--- config.mk ---
export PLATFORM = sky130hd
export DESIGN_NAME = mem_arbiter
export DESIGN_NICKNAME = d
export VERILOG_FILES = /design/src/rtl/mem_arbiter.sv
export SDC_FILE = /design/constraint.sdc
export NUM_CORES = 1
export LEC_CHECK = 0
export ABC_CLOCK_PERIOD_IN_PS = 1700
export BUFFER_PORTS_ARGS = -buffer_cell sky130_fd_sc_hd__buf_4
export CAP_MARGIN = 20
export CELL_PAD_IN_SITES_DETAIL_PLACEMENT = 0
export CELL_PAD_IN_SITES_GLOBAL_PLACEMENT = 2
export CORE_MARGIN = 2
export CORE_UTILIZATION = 30
export CTS_BUF_LIST = sky130_fd_sc_hd__clkbuf_4
export DETAILED_ROUTE_END_ITERATION = 6
export PLACE_DENSITY = 0.81
export SYNTH_ARGS = -nofsm -noshare
export SYNTH_HDL_FRONTEND = slang
export SYNTH_SLANG_ARGS = --single-unit
--- constraint.sdc ---
create_clock -name clock -period 1.7 [get_ports clock]
set_input_delay 0.17 -clock clock [delete_from_list [all_inputs] [get_ports clock]]
set_output_delay 0.17 -clock clock [all_outputs]
set_load 0.01 [all_outputs]
--- src/rtl/mem_arbiter.sv ---
// Two-port (CPU / video) arbiter onto one asynchronous memory with a fixed strobe length.
// Define MEM_ARB_RR_EN for round-robin tie-breaking; otherwise video always wins a tie.
module mem_arbiter #(
    parameter int WAIT_CYCLES = 2
) (
    input  logic        clock,
    input  logic        reset_n,
    input  logic [15:0] cpu_A,
    input  logic [7:0]  cpu_Do,
    output logic [7:0]  cpu_Di,
    input  logic        cpu_rd_n,
    input  logic        cpu_wr_n,
    input  logic        cpu_cs_n,
    output logic        cpu_ack,
    input  logic [15:0] vid_A,
    input  logic [7:0]  vid_Do,
    output logic [7:0]  vid_Di,
    input  logic        vid_rd_n,
    input  logic        vid_wr_n,
    input  logic        vid_cs_n,
    output logic        vid_ack,
    output logic [15:0] mem_A,
    output logic [7:0]  mem_wdata,
    input  logic [7:0]  mem_rdata,
    output logic        mem_ce_n,
    output logic        mem_oe_n,
    output logic        mem_we_n,
    output logic [1:0]  state_dbg
);

    // Handshake: a port holds cs_n and rd_n/wr_n low until it sees its one-cycle ack;
    // it must release the strobe (or cs_n) before a second access is started.
    typedef enum logic [1:0] {
        IDLE   = 2'd0,
        ACCESS = 2'd1,
        DONE   = 2'd2
    } state_t;

    localparam logic [3:0] LAST = 4'(WAIT_CYCLES - 1);

    state_t     state, state_nxt;
    logic [3:0] cnt;
    logic       cpu_req, vid_req;
    logic       cpu_served, vid_served;
    logic       cpu_pend, vid_pend;
    logic       grant, pick_vid, pick_wr;
    logic       win_vid, is_write;
    logic       access_end;

    assign cpu_req    = !cpu_cs_n && (!cpu_rd_n || !cpu_wr_n);
    assign vid_req    = !vid_cs_n && (!vid_rd_n || !vid_wr_n);
    assign cpu_pend   = cpu_req && !cpu_served;
    assign vid_pend   = vid_req && !vid_served;
    assign access_end = (state == ACCESS) && (cnt == LAST);
    assign state_dbg  = state;

`ifdef MEM_ARB_RR_EN
    logic last_vid;
    assign pick_vid = vid_pend && (!cpu_pend || !last_vid);
`else
    assign pick_vid = vid_pend;
`endif
    // Both strobes low counts as a write.
    assign pick_wr = pick_vid ? !vid_wr_n : !cpu_wr_n;

    always_comb begin
        state_nxt = state;
        grant     = 1'b0;
        case (state)
            IDLE: begin
                if (cpu_pend || vid_pend) begin
                    state_nxt = ACCESS;
                    grant     = 1'b1;
                end
            end
            ACCESS:  if (cnt == LAST) state_nxt = DONE;
            DONE:    state_nxt = IDLE;
            default: state_nxt = IDLE;
        endcase
    end

    always_ff @(posedge clock or negedge reset_n) begin
        if (!reset_n) state <= IDLE;
        else          state <= state_nxt;
    end

    always_ff @(posedge clock or negedge reset_n) begin
        if (!reset_n) begin
            cnt       <= '0;
            win_vid   <= 1'b0;
            is_write  <= 1'b0;
            mem_A     <= '0;
            mem_wdata <= '0;
            mem_ce_n  <= 1'b1;
            mem_oe_n  <= 1'b1;
            mem_we_n  <= 1'b1;
            cpu_Di    <= '0;
            vid_Di    <= '0;
            cpu_ack   <= 1'b0;
            vid_ack   <= 1'b0;
`ifdef MEM_ARB_RR_EN
            last_vid  <= 1'b1;
`endif
        end else begin
            case (state)
                IDLE: begin
                    if (grant) begin
                        win_vid   <= pick_vid;
                        is_write  <= pick_wr;
                        mem_A     <= pick_vid ? vid_A : cpu_A;
                        mem_wdata <= pick_vid ? vid_Do : cpu_Do;
                        mem_ce_n  <= 1'b0;
                        mem_oe_n  <= pick_wr;
                        mem_we_n  <= !pick_wr;
                        cnt       <= '0;
`ifdef MEM_ARB_RR_EN
                        last_vid  <= pick_vid;
`endif
                    end
                end
                ACCESS: begin
                    if (cnt == LAST) begin
                        mem_ce_n <= 1'b1;
                        mem_oe_n <= 1'b1;
                        mem_we_n <= 1'b1;
                        if (!is_write) begin
                            if (win_vid) vid_Di <= mem_rdata;
                            else         cpu_Di <= mem_rdata;
                        end
                        cpu_ack <= !win_vid;
                        vid_ack <= win_vid;
                    end else begin
                        cnt <= cnt + 4'd1;
                    end
                end
                DONE: begin
                    cpu_ack <= 1'b0;
                    vid_ack <= 1'b0;
                end
                default: begin
                    cpu_ack <= 1'b0;
                    vid_ack <= 1'b0;
                end
            endcase
        end
    end

    // A served flag blocks re-grant of a held strobe until the request drops.
    always_ff @(posedge clock or negedge reset_n) begin
        if (!reset_n) begin
            cpu_served <= 1'b0;
            vid_served <= 1'b0;
        end else begin
            if (!cpu_req)                      cpu_served <= 1'b0;
            else if (access_end && !win_vid)   cpu_served <= 1'b1;
            if (!vid_req)                      vid_served <= 1'b0;
            else if (access_end && win_vid)    vid_served <= 1'b1;
        end
    end

endmodule

==> results.txt, run 1 <==
placed inst area = 3650 um^2
PwrDens = 1580 nW/um^2
final hold violation count = 0
multiplexer share of the synthesized area = 0.0913
Root Buffer Master = clkbuf_4
area share of fa/ha/maj cells after synthesis = 0.00941
top cells by area, synth = dfrtp_1, mux2_2, o211ai_1
Nets = 447
largest net degree at the start of global routing = 56
Die Height = 98.1 um
startpoint types = flip-flop
die outline area = 9630 um^2
Core Box Area = 8680 um^2
number of port buffers = 110
Starting Density = 0.306
CP endpoint kind = flip-flop
GP Congestion = 0.714
Slew Limit Headroom = 0.537
Mean Syn Cell Area = 11.0 um^2
routed length per instance = 14.6 um
Post-Synth Simple-Gate Area = 0.164
Synth Cell Area = 2660 um^2
status = finished, final reports clean
clock slew at reported path FFs = 0.19 ns
top_reg_cell synth = dfrtp_1
Post-DRT Antenna Nets = 0
worst slew pin tran = 0.694 ns
clk_skew = 0.0154 ns
achievable frequency = 0.599 GHz
Routed WL = 7.18 mm
CP Max Fanout = 8
CTS HTree Levels = 2
vias in the first global route = 2518
Post-synth EDFFs = 0
diode count = 0
routed vias = 2395
share of layout cells above drive strength 1 = 0.419
syn nets = 307
clk buf depth = 2
initial antenna violation count = 0
FF+latch area = 1380 um^2
I/O pin count = 111
final period utilization = 0.982
DR vias/cell = 4.89
Final Critical Period = 1.67 ns
max cap viols = 0
cell taking the most area after synthesis = dfrtp_1
number of remaining DRC errors = 0
final design area excluding fillers = 4030 um^2
final hold slack = 0.0141 ns
Multi-input gate area = 1090 um^2
CTS tree = built
Hold WC Path Type = primary input to flip-flop
library cells used by synthesis = 43
DIE WIDTH = 98.1 um
Area Overhead vs Synth = 51.7%
share of the synthesized area in the top cell type = 0.489
final max-slew violation count = 0
Post-Synth XOR/XNOR Area = 0
first-pass GRT wire length = 12.2 mm
grt total ovfl = 0
drt first pass iters = 4
Synth Warn # = 0
P_leak = 1.85 nW
dpl hpwl = 5.05 mm
endpoints failing setup = 0
Mapped Cells = 241
post-synthesis sequential area ratio = 0.519
GRT Overall Usage = 0.153
share of flip-flops with an asynchronous set or reset = 1.00
RSZ-0062 raised after global routing = true
filler instances = 835
Synth Area in Compound Gates = 0.136
CTS sink cnt = 55
CTS buffer count = 5
largest family of logic cells by synthesized area = simple AND/OR/NAND/NOR gates
num rows = 34
First DRT Iteration DRCs = 109
register bit total from synthesis = 55
Req. time, crit path = 2.01 ns
CP arrival = 1.98 ns
worst IR drop on VDD = 0.729 mV
Skew-Pair Late Insertion Delay = 0.40 ns
worst setup path class = flip-flop to flip-flop
flip-flops by register name, summed over array words and instances, names as in the netlist:
signal,cells
vid_Di,8
vid_ack,1
cpu_Di,8
mem_wdata,8
cpu_served,1
cnt,4
mem_we_n,1
is_write,1
mem_ce_n,1
cpu_ack,1
mem_oe_n,1
vid_served,1
state_dbg,2
win_vid,1
mem_A,16
repair_timing:
item	4_1_cts	5_1_grt
resized for setup	0	2
hold buffers	30	0
buffers inserted	0	1
setup endpoints to repair	0	16
hold endpoints to repair	87	0
final cells by class:
cell class,count,area share
sequential,55,0.342
timing repair buffer,152,0.311
multi-input combinational,139,0.270
tap,108,0.0335
inverter,28,0.0261
clock buffer,5,0.00931
clock inverter,3,0.00838
per-stage QoR:
| step | utilization | TNS, ns | std cells | total power [mW] | setup slack (ns) |
|---|---|---|---|---|---|
| 2_1_floorplan | - | 0 | 241 | 4.18 | 0.225 |
| 3_3_place_gp | 0.420 | 0 | 451 | 5.68 | 0.0787 |
| 3_5_place_dp | 0.420 | 0 | 451 | 5.69 | 0.0481 |
| 4_1_cts | 0.463 | 0 | 489 | 6.44 | 0.0196 |
| 5_1_grt | 0.465 | -0.549 | 490 | 6.90 | -0.0570 |
| 6_report | 0.465 | 0 | 490 | 6.38 | 0.0301 |
cells in the final DEF, fill, tap and decap left out, types with 2 or more instances in the layout:
master / Yosys / layout
a211oi_4: 1 / 2
a21o_1: 3 / 3
a21oi_1: 2 / 2
a31oi_1: 2 / 2
buf_12: 0 / 3
buf_4: 2 / 119
clkbuf_4: 0 / 5
dfrtp_1: 52 / 52
dfstp_2: 3 / 3
dlygate4sd3_1: 0 / 30
inv_1: 28 / 28
inv_6: 0 / 2
mux2_2: 17 / 16
mux2i_1: 4 / 4
nand3_1: 25 / 25
nand4_1: 24 / 24
nand4_4: 2 / 2
nor2_1: 4 / 3
nor2b_1: 3 / 3
o211ai_1: 24 / 24
o21ai_0: 4 / 4
power by group:
group / internal, mW / leakage [nW] / switching [mW]
registers: 1.95 / 0.668 / 0.432
clock network: 0.186 / 0.0390 / 0.493
logic: 1.73 / 1.14 / 1.59
total: 3.86 / 1.85 / 2.52
cells in the mapped netlist (all sizes together) (4+ instances only):
library cell / count
mux2: 18
dfrtp: 52
o21ai: 5
mux2i: 4
nand3: 25
nand4: 26
nor2: 4
inv: 28
clkbuf: 4
o211ai: 24
buf: 15
critical path: stages, from the launching register on:
cell,delay [ns]
dfrtp_1,0.44
inv_1,0.07
ha_2,0.16
nor3b_4,0.32
nand4_4,0.24
mux2_4,0.35
cells by family after synthesis:
kind of cell | Yosys count
flip-flops | 55
AND/OR/NAND/NOR | 68
adder cells (fa/ha/maj) | 2
multiplexers | 22
buffers and inverters | 47
AO/OA/AOI/OAI | 47
worst paths after layout:
kind / from / endpoint / slack, ns / cells after the start
min in group asynchronous: reset_n / mem_wdata[2] / 0.32 / 2
max in group asynchronous: reset_n / vid_ack / 0.92 / 2
setup reg to reg: cnt[1] / vid_Di[3] / 0.03 / 5
setup / recovery: cnt[1] / vid_Di[3] / 0.03 / 5
hold / removal: vid_A[12] / mem_A[12] / 0.01 / 3
hold reg to reg: mem_ce_n / mem_ce_n / 0.53 / 1
per-layer routing:
metal / GRT usage / routed length (um) / share of wire
met3: 0.0415 / 481 / 0.067
met5: 0 / 0 / 0
met2: 0.235 / 3300 / 0.46
met1: 0.214 / 3300 / 0.46
met4: 0.0443 / 93 / 0.013
Power figures use the tool's default switching activity.
==> run 2: changes to the inputs <==
==> config.mk (replaced) <==
export PLATFORM = sky130hd
export DESIGN_NAME = mem_arbiter
export DESIGN_NICKNAME = d
export VERILOG_FILES = /design/src/rtl/mem_arbiter.sv
export SDC_FILE = /design/constraint.sdc
export NUM_CORES = 1
export LEC_CHECK = 0
export ABC_AREA = 1
export ABC_CLOCK_PERIOD_IN_PS = 1700
export BUFFER_PORTS_ARGS = -buffer_cell sky130_fd_sc_hd__buf_4
export CAP_MARGIN = 20
export CELL_PAD_IN_SITES_DETAIL_PLACEMENT = 1
export CELL_PAD_IN_SITES_GLOBAL_PLACEMENT = 2
export CORE_MARGIN = 2
export CORE_UTILIZATION = 27
export CTS_BUF_LIST = sky130_fd_sc_hd__clkbuf_4
export DETAILED_ROUTE_END_ITERATION = 6
export PLACE_DENSITY = 0.79
export SYNTH_ARGS = -nofsm -noshare
export SYNTH_HDL_FRONTEND = slang
export SYNTH_SLANG_ARGS = --single-unit
==> results.txt, run 2 <==
Skew-Pair Late Insertion Delay = 0.38 ns (-0.02 ns)
drt first pass iters = 3 (-1)
worst setup path class = flip-flop to flip-flop
final hold violation count = 0 (unchanged)
Synth Warn # = 0 (unchanged)
achievable frequency = 0.696 GHz (+16%)
endpoints failing setup = 0 (unchanged)
Mean Syn Cell Area = 8.20 um^2 (-26%)
count leader, synth = nand2_1
initial antenna violation count = 0 (unchanged)
startpoint types = flip-flop
Setup Buffers After CTS = 0 (unchanged)
Req. time, crit path = 2.04 ns (+0.03 ns)
cell taking the most area after synthesis = dfrtp_1
First DRT Iteration DRCs = 88 (-19%)
DR top layer = met4
largest net degree at the start of global routing = 56 (unchanged)
clk buf depth = 2 (unchanged)
Hold WC Path Type = primary input to flip-flop
Post-Route M1 WL = 3.17 mm (-4.0%)
library cells used by synthesis = 23 (-47%)
Routed WL = 7.10 mm (-1.1%)
top cells by count, synth = nand2_1, dfrtp_1, inv_1
GRT Overall Usage = 0.137 (-0.0159)
placed inst area = 3650 um^2 (about the same)
dpl hpwl = 5.35 mm (+5.9%)
top_reg_cell synth = dfrtp_1
max cap viols = 0 (unchanged)
vias in the first global route = 2498 (-0.79%)
FF-to-FF Start = state_dbg[0]
worst IR drop on VDD = 0.538 mV (-26%)
post-synthesis sequential area ratio = 0.510 (-0.00888)
routed length per instance = 12.4 um (-15%)
final design area excluding fillers = 3760 um^2 (-6.6%)
num rows = 36 (+5.9%)
grt total ovfl = 0 (unchanged)
Multi-input gate area = 1070 um^2 (-1.3%)
Most flops, register = mem_A
Core Box Area = 9730 um^2 (+12%)
number of remaining DRC errors = 0 (unchanged)
share of the synthesized area in the top cell type = 0.481 (-0.00838)
Synth Cell Area = 2710 um^2 (+1.7%)
critical path launch point = state_dbg[0]
Tot Pwr = 6.13 mW (-4.0%)
Post-DRT Antenna Nets = 0 (unchanged)
CP endpoint kind = flip-flop
CTS tree = built
R2R cell count = 6 (+1)
Root Buffer Master = clkbuf_4
Hold Path Stages = 3 (unchanged)
Mapped Cells = 330 (+37%)
commonest non-fill, non-tap cells in the layout = nand2_1, buf_4, dfrtp_1, inv_1, o21ai_0
syn nets = 396 (+29%)
max FFs per register = 16 (unchanged)
CP Max Fanout = 26 (+18)
commonest non-fill, non-tap cell in the layout = nand2_1
P_leak = 2.12 nW (+15%)
die outline area = 10800 um^2 (+13%)
share of flip-flops with an asynchronous set or reset = 1.00 (unchanged)
FF+latch area = 1380 um^2 (unchanged)
met3 routed wirelength = 452 um (-6.0%)
met2 wire len = 3.40 mm (+2.9%)
status = finished, final reports clean
Slew Limit Headroom = 0.522 (-0.0152)
worst r2r dst = mem_we_n
I/O pin count = 111 (unchanged)
filler instances = 1210 (+45%)
clock slew at reported path FFs = 0.16 ns (-0.03 ns)
Final Critical Period = 1.44 ns (-0.232 ns)
final period utilization = 0.846 (-0.137)
DR vias/cell = 4.17 (-15%)
Sum Neg Setup Slack = 0 ns (unchanged)
Area Overhead vs Synth = 39.2%
Die Height = 104 um (+6.1%)
final std cells w/o fill = 573 (+17%)
CTS sink cnt = 55 (unchanged)
diode count = 0 (unchanged)
GP Congestion = 0.736 (+3.1%)
CTS HTree Levels = 2 (unchanged)
DIE WIDTH = 104 um (+6.1%)
worst slew pin tran = 0.717 ns (+0.0227 ns)
share of layout cells above drive strength 1 = 0.355 (-0.0643)
CTS buffer count = 5 (unchanged)
final max-slew violation count = 0 (unchanged)
Nets = 505 (+13%)
Starting Density = 0.278 (-0.0283)
register bit total from synthesis = 55 (unchanged)
hold endpoint = cpu_Di[1]
CP arrival = 1.77 ns (-0.21 ns)
RSZ-0062 raised after global routing = false
number of port buffers = 110 (unchanged)
PwrDens = 1630 nW/um^2 (+2.9%)
top cells by area, synth = dfrtp_1, nand2_1, inv_1
Post-synth EDFFs = 0 (unchanged)
first-pass GRT wire length = 12.3 mm (+0.51%)
clk_skew = 0.0127 ns (-0.00269 ns)
Post-Place Cells = 564 (+25%)
Worst R2R Setup Slack = 0.26 ns (+0.23 ns)
Hold Startpoint = mem_rdata[1]
routed vias = 2389 (-0.25%)
==> run 2: cell types whose count changed after synthesis, sizes merged, moves of 14 or more <==
cell and delta:
nand2 +143, inv +17, o21ai +39, nand3 -14, nand4 -23, mux2 -18
o211ai -24
==> run 2: power by group <==
part | switching [mW] | internal [mW]
clock | 0.420 | 0.475
combinational | 1.59 | 1.33
sequential | 0.386 | 1.94
total | 2.39 | 3.74
==> run 2: routing by layer <==
layer  vias up  GRT usage
li1       1222          -
met1      1102      0.178
met2        59      0.227
met3         6     0.0401
met4         0     0.0319
met5         -          0
==> run 2: cells by family after synthesis <==
logic type               share of synthesized area
buffers and inverters                       0.0930
XOR/XNOR                                   0.00324
flip-flops                                   0.510
AND/OR/NAND/NOR                              0.272
adder cells (fa/ha/maj)                    0.00925
AO/OA/AOI/OAI                                0.112
==> run 2: timing repair <==
action	CTS	global route
resized for setup	0	0
hold buffers	1	0
endpoints found under the setup margin	0	0
endpoints found under the hold margin	52	0
==> run 2: metrics by stage <==
stage / util / setup slack [ns] / hold WS, ns
after floorplan: - / 0.427 / -0.126
after global placement: 0.375 / 0.300 / 0.272
after detailed placement: 0.375 / 0.236 / 0.281
after CTS: 0.387 / 0.208 / 0.0395
after global routing: 0.387 / 0.0900 / 0.0374
final: 0.387 / 0.263 / 0.0534
==> run 2: worst max-delay path by stage <==
stage | endpoint | slack (ns) | cells after the start
after floorplan | cpu_Di[2] | 0.43 | 8
after detailed placement | mem_we_n | 0.24 | 6
after CTS | mem_we_n | 0.21 | 6
final | mem_we_n | 0.26 | 6
after global placement | mem_we_n | 0.30 | 6
after global routing | mem_we_n | 0.09 | 6
==> run 2: cell type report <==
class | count | share of cell area
Clock buffer | 6 | 0.0120
Clock inverter | 2 | 0.0160
Inverter | 45 | 0.0449
Multi-Input combinational cell | 218 | 0.285
Sequential cell | 55 | 0.367
Tap cell | 133 | 0.0442
Timing Repair Buffer | 114 | 0.231
==> run 2: worst max-delay path: stages, from the launching register on <==
cell     delay [ns]
dfrtp_1        0.44
nor2_2         0.25
nand4_2        0.16
nand2_4        0.28
nand2_1        0.15
nand2_1        0.08
inv_1          0.04
==> run 3: changes to the inputs <==
--- a/config.mk
+++ b/config.mk
@@ -6,16 +6,16 @@
 export NUM_CORES = 1
 export LEC_CHECK = 0
 export ABC_AREA = 1
-export ABC_CLOCK_PERIOD_IN_PS = 1700
+export ABC_CLOCK_PERIOD_IN_PS = 1250
 export BUFFER_PORTS_ARGS = -buffer_cell sky130_fd_sc_hd__buf_4
 export CAP_MARGIN = 20
 export CELL_PAD_IN_SITES_DETAIL_PLACEMENT = 1
 export CELL_PAD_IN_SITES_GLOBAL_PLACEMENT = 2
 export CORE_MARGIN = 2
-export CORE_UTILIZATION = 27
+export CORE_UTILIZATION = 25
 export CTS_BUF_LIST = sky130_fd_sc_hd__clkbuf_4
 export DETAILED_ROUTE_END_ITERATION = 6
-export PLACE_DENSITY = 0.79
+export PLACE_DENSITY = 0.77
 export SYNTH_ARGS = -nofsm -noshare
 export SYNTH_HDL_FRONTEND = slang
 export SYNTH_SLANG_ARGS = --single-unit
==> constraint.sdc (replaced) <==
create_clock -name clock -period 1.25 [get_ports clock]
set_input_delay 0.125 -clock clock [delete_from_list [all_inputs] [get_ports clock]]
set_output_delay 0.125 -clock clock [all_outputs]
set_load 0.01 [all_outputs]
==> results.txt, run 3 (same netlist as run 2, synthesis figures left out) <==
max cap viols = 0 (unchanged)
GP Congestion = 0.702 (-4.6%)
endpoints failing setup = 45 (+45)
Root Buffer Master = clkbuf_4
Hold WC Path Type = primary input to flip-flop
Final Critical Period = 1.33 ns (-0.103 ns)
Core Box Area = 10400 um^2 (+7.1%)
number of remaining DRC errors = 0 (unchanged)
routed length per instance = 13.2 um (+6.7%)
Sum Neg Setup Slack = -2.39 ns (-2.39 ns)
First DRT Iteration DRCs = 71 (-19%)
GRT Overall Usage = 0.135 (-0.00229)
CP arrival = 1.65 ns (-0.12 ns)
Post-DRT Antenna Nets = 0 (unchanged)
Slew Limit Headroom = 0.759 (+0.237)
DIE WIDTH = 108 um (+3.8%)
first-pass GRT wire length = 12.6 mm (+2.7%)
routed vias = 2560 (+7.2%)
final max-slew violation count = 0 (unchanged)
diode count = 0 (unchanged)
status = complete, but fails checks
Req. time, crit path = 1.56 ns (-0.48 ns)
worst IR drop on VDD = 1.00 mV (+86%)
num rows = 37 (+2.8%)
CTS tree = built
Tot Pwr = 9.03 mW (+47%)
CP endpoint kind = flip-flop
met2 wire len = 3.86 mm (+14%)
worst setup path class = flip-flop to flip-flop
largest net degree at the start of global routing = 35 (-38%)
DR vias/cell = 4.23 (+1.5%)
DR top layer = met4
violated checks = negative setup slack
share of layout cells above drive strength 1 = 0.422 (+0.0676)
Die Height = 108 um (+3.8%)
I/O pin count = 111 (unchanged)
Final WS setup = -0.0846 ns (-0.347 ns)
P_leak = 2.29 nW (+8.1%)
Most flops, register = mem_A
Nets = 534 (+5.7%)
CP Max Fanout = 6 (-77%)
met3 routed wirelength = 558 um (+23%)
PwrDens = 2150 nW/um^2 (+32%)
number of port buffers = 110 (unchanged)
initial antenna violation count = 0 (unchanged)
startpoint types = flip-flop
CTS sink cnt = 55 (unchanged)
CTS HTree Levels = 2 (unchanged)
grt total ovfl = 0 (unchanged)
commonest non-fill, non-tap cells in the layout = nand2_1, buf_4, dfrtp_1, inv_1
final hold violation count = 0 (unchanged)
clk buf depth = 2 (unchanged)
dpl hpwl = 5.91 mm (+10%)
drt first pass iters = 4 (+1)
clk_skew = 0.0206 ns (+0.00784 ns)
Post-Route M1 WL = 3.54 mm (+12%)
max FFs per register = 16 (unchanged)
Skew-Pair Late Insertion Delay = 0.37 ns (about the same)
R2R cell count = 6 (unchanged)
placed inst area = 3830 um^2 (+4.8%)
RSZ-0062 raised after global routing = true
die outline area = 11700 um^2 (+7.7%)
Starting Density = 0.260 (-0.0183)
Area Overhead vs Synth = 55.6%
commonest non-fill, non-tap cell in the layout = nand2_1
CTS buffer count = 5 (unchanged)
final period utilization = 1.07 (+0.222)
Hold Path Stages = 3 (unchanged)
vias in the first global route = 2680 (+7.3%)
Routed WL = 8.00 mm (+13%)
achievable frequency = 0.749 GHz (+7.7%)
worst slew pin tran = 0.360 ns (-0.357 ns)
clock slew at reported path FFs = 0.17 ns (about the same)
final design area excluding fillers = 4210 um^2 (+12%)
run 3: worst max-delay path, stage by stage, from the launching register on:
cell and delay, ns:
dfrtp_2 0.47, nor2_4 0.22, nand4_4 0.16, nand2_8 0.14
clkbuf_16 0.16, nand2_1 0.06, nand2_1 0.06
run 3: final timing paths:
check	slack, ns	from	endpoint
setup / recovery	-0.08	state_dbg[0]	mem_wdata[2]
hold / removal	0.03	cpu_wr_n	cpu_served
setup reg to reg	-0.08	state_dbg[0]	mem_wdata[2]
hold reg to reg	0.50	mem_A[3]	mem_A[3]
max in group asynchronous	0.60	reset_n	mem_A[9]
min in group asynchronous	0.14	reset_n	mem_A[5]
run 3: what timing repair did:
item	4_1_cts	5_1_grt
pin swaps	1	10
resized for setup	10	38
setup endpoints to repair	42	52
endpoints found under the hold margin	65	1
hold buffers	9	1
buffers inserted	1	1
cloned	0	2
run 3: layout make-up:
cell class	count	area [um^2]
sequential	55	1380
fill	1278	6210
clock inverter	2	16.3
clock buffer	6	45.0
multi-input combinational	218	1210
inverter	45	169
tap	136	170
timing repair buffer	143	1210
run 3: layer usage:
layer / track usage / vias to the layer above
li1: - / 1287
met1: 0.174 / 1200
met2: 0.229 / 71
met3: 0.0325 / 2
met4: 0.0330 / 0
met5: 0 / -
run 3: power breakdown:
group          switching (mW)  leakage [nW]  total, mW  internal (mW)
clock                   0.580        0.0323      0.831          0.251
combinational            2.57          1.59       5.02           2.45
sequential              0.545         0.676       3.19           2.64
total                    3.69          2.29       9.03           5.34
run 3: per-stage QoR:
stage | hold slack [ns] | util | cells | setup WS (ns)
floorplan | -0.171 | - | 330 | -0.0215
global placement | 0.0140 | 0.367 | 583 | -0.0332
detailed placement | 0.0145 | 0.367 | 583 | -0.0742
CTS | 0.00705 | 0.386 | 601 | -0.0728
global route | 0.0193 | 0.404 | 605 | -0.165
finish | 0.0323 | 0.404 | 605 | -0.0846
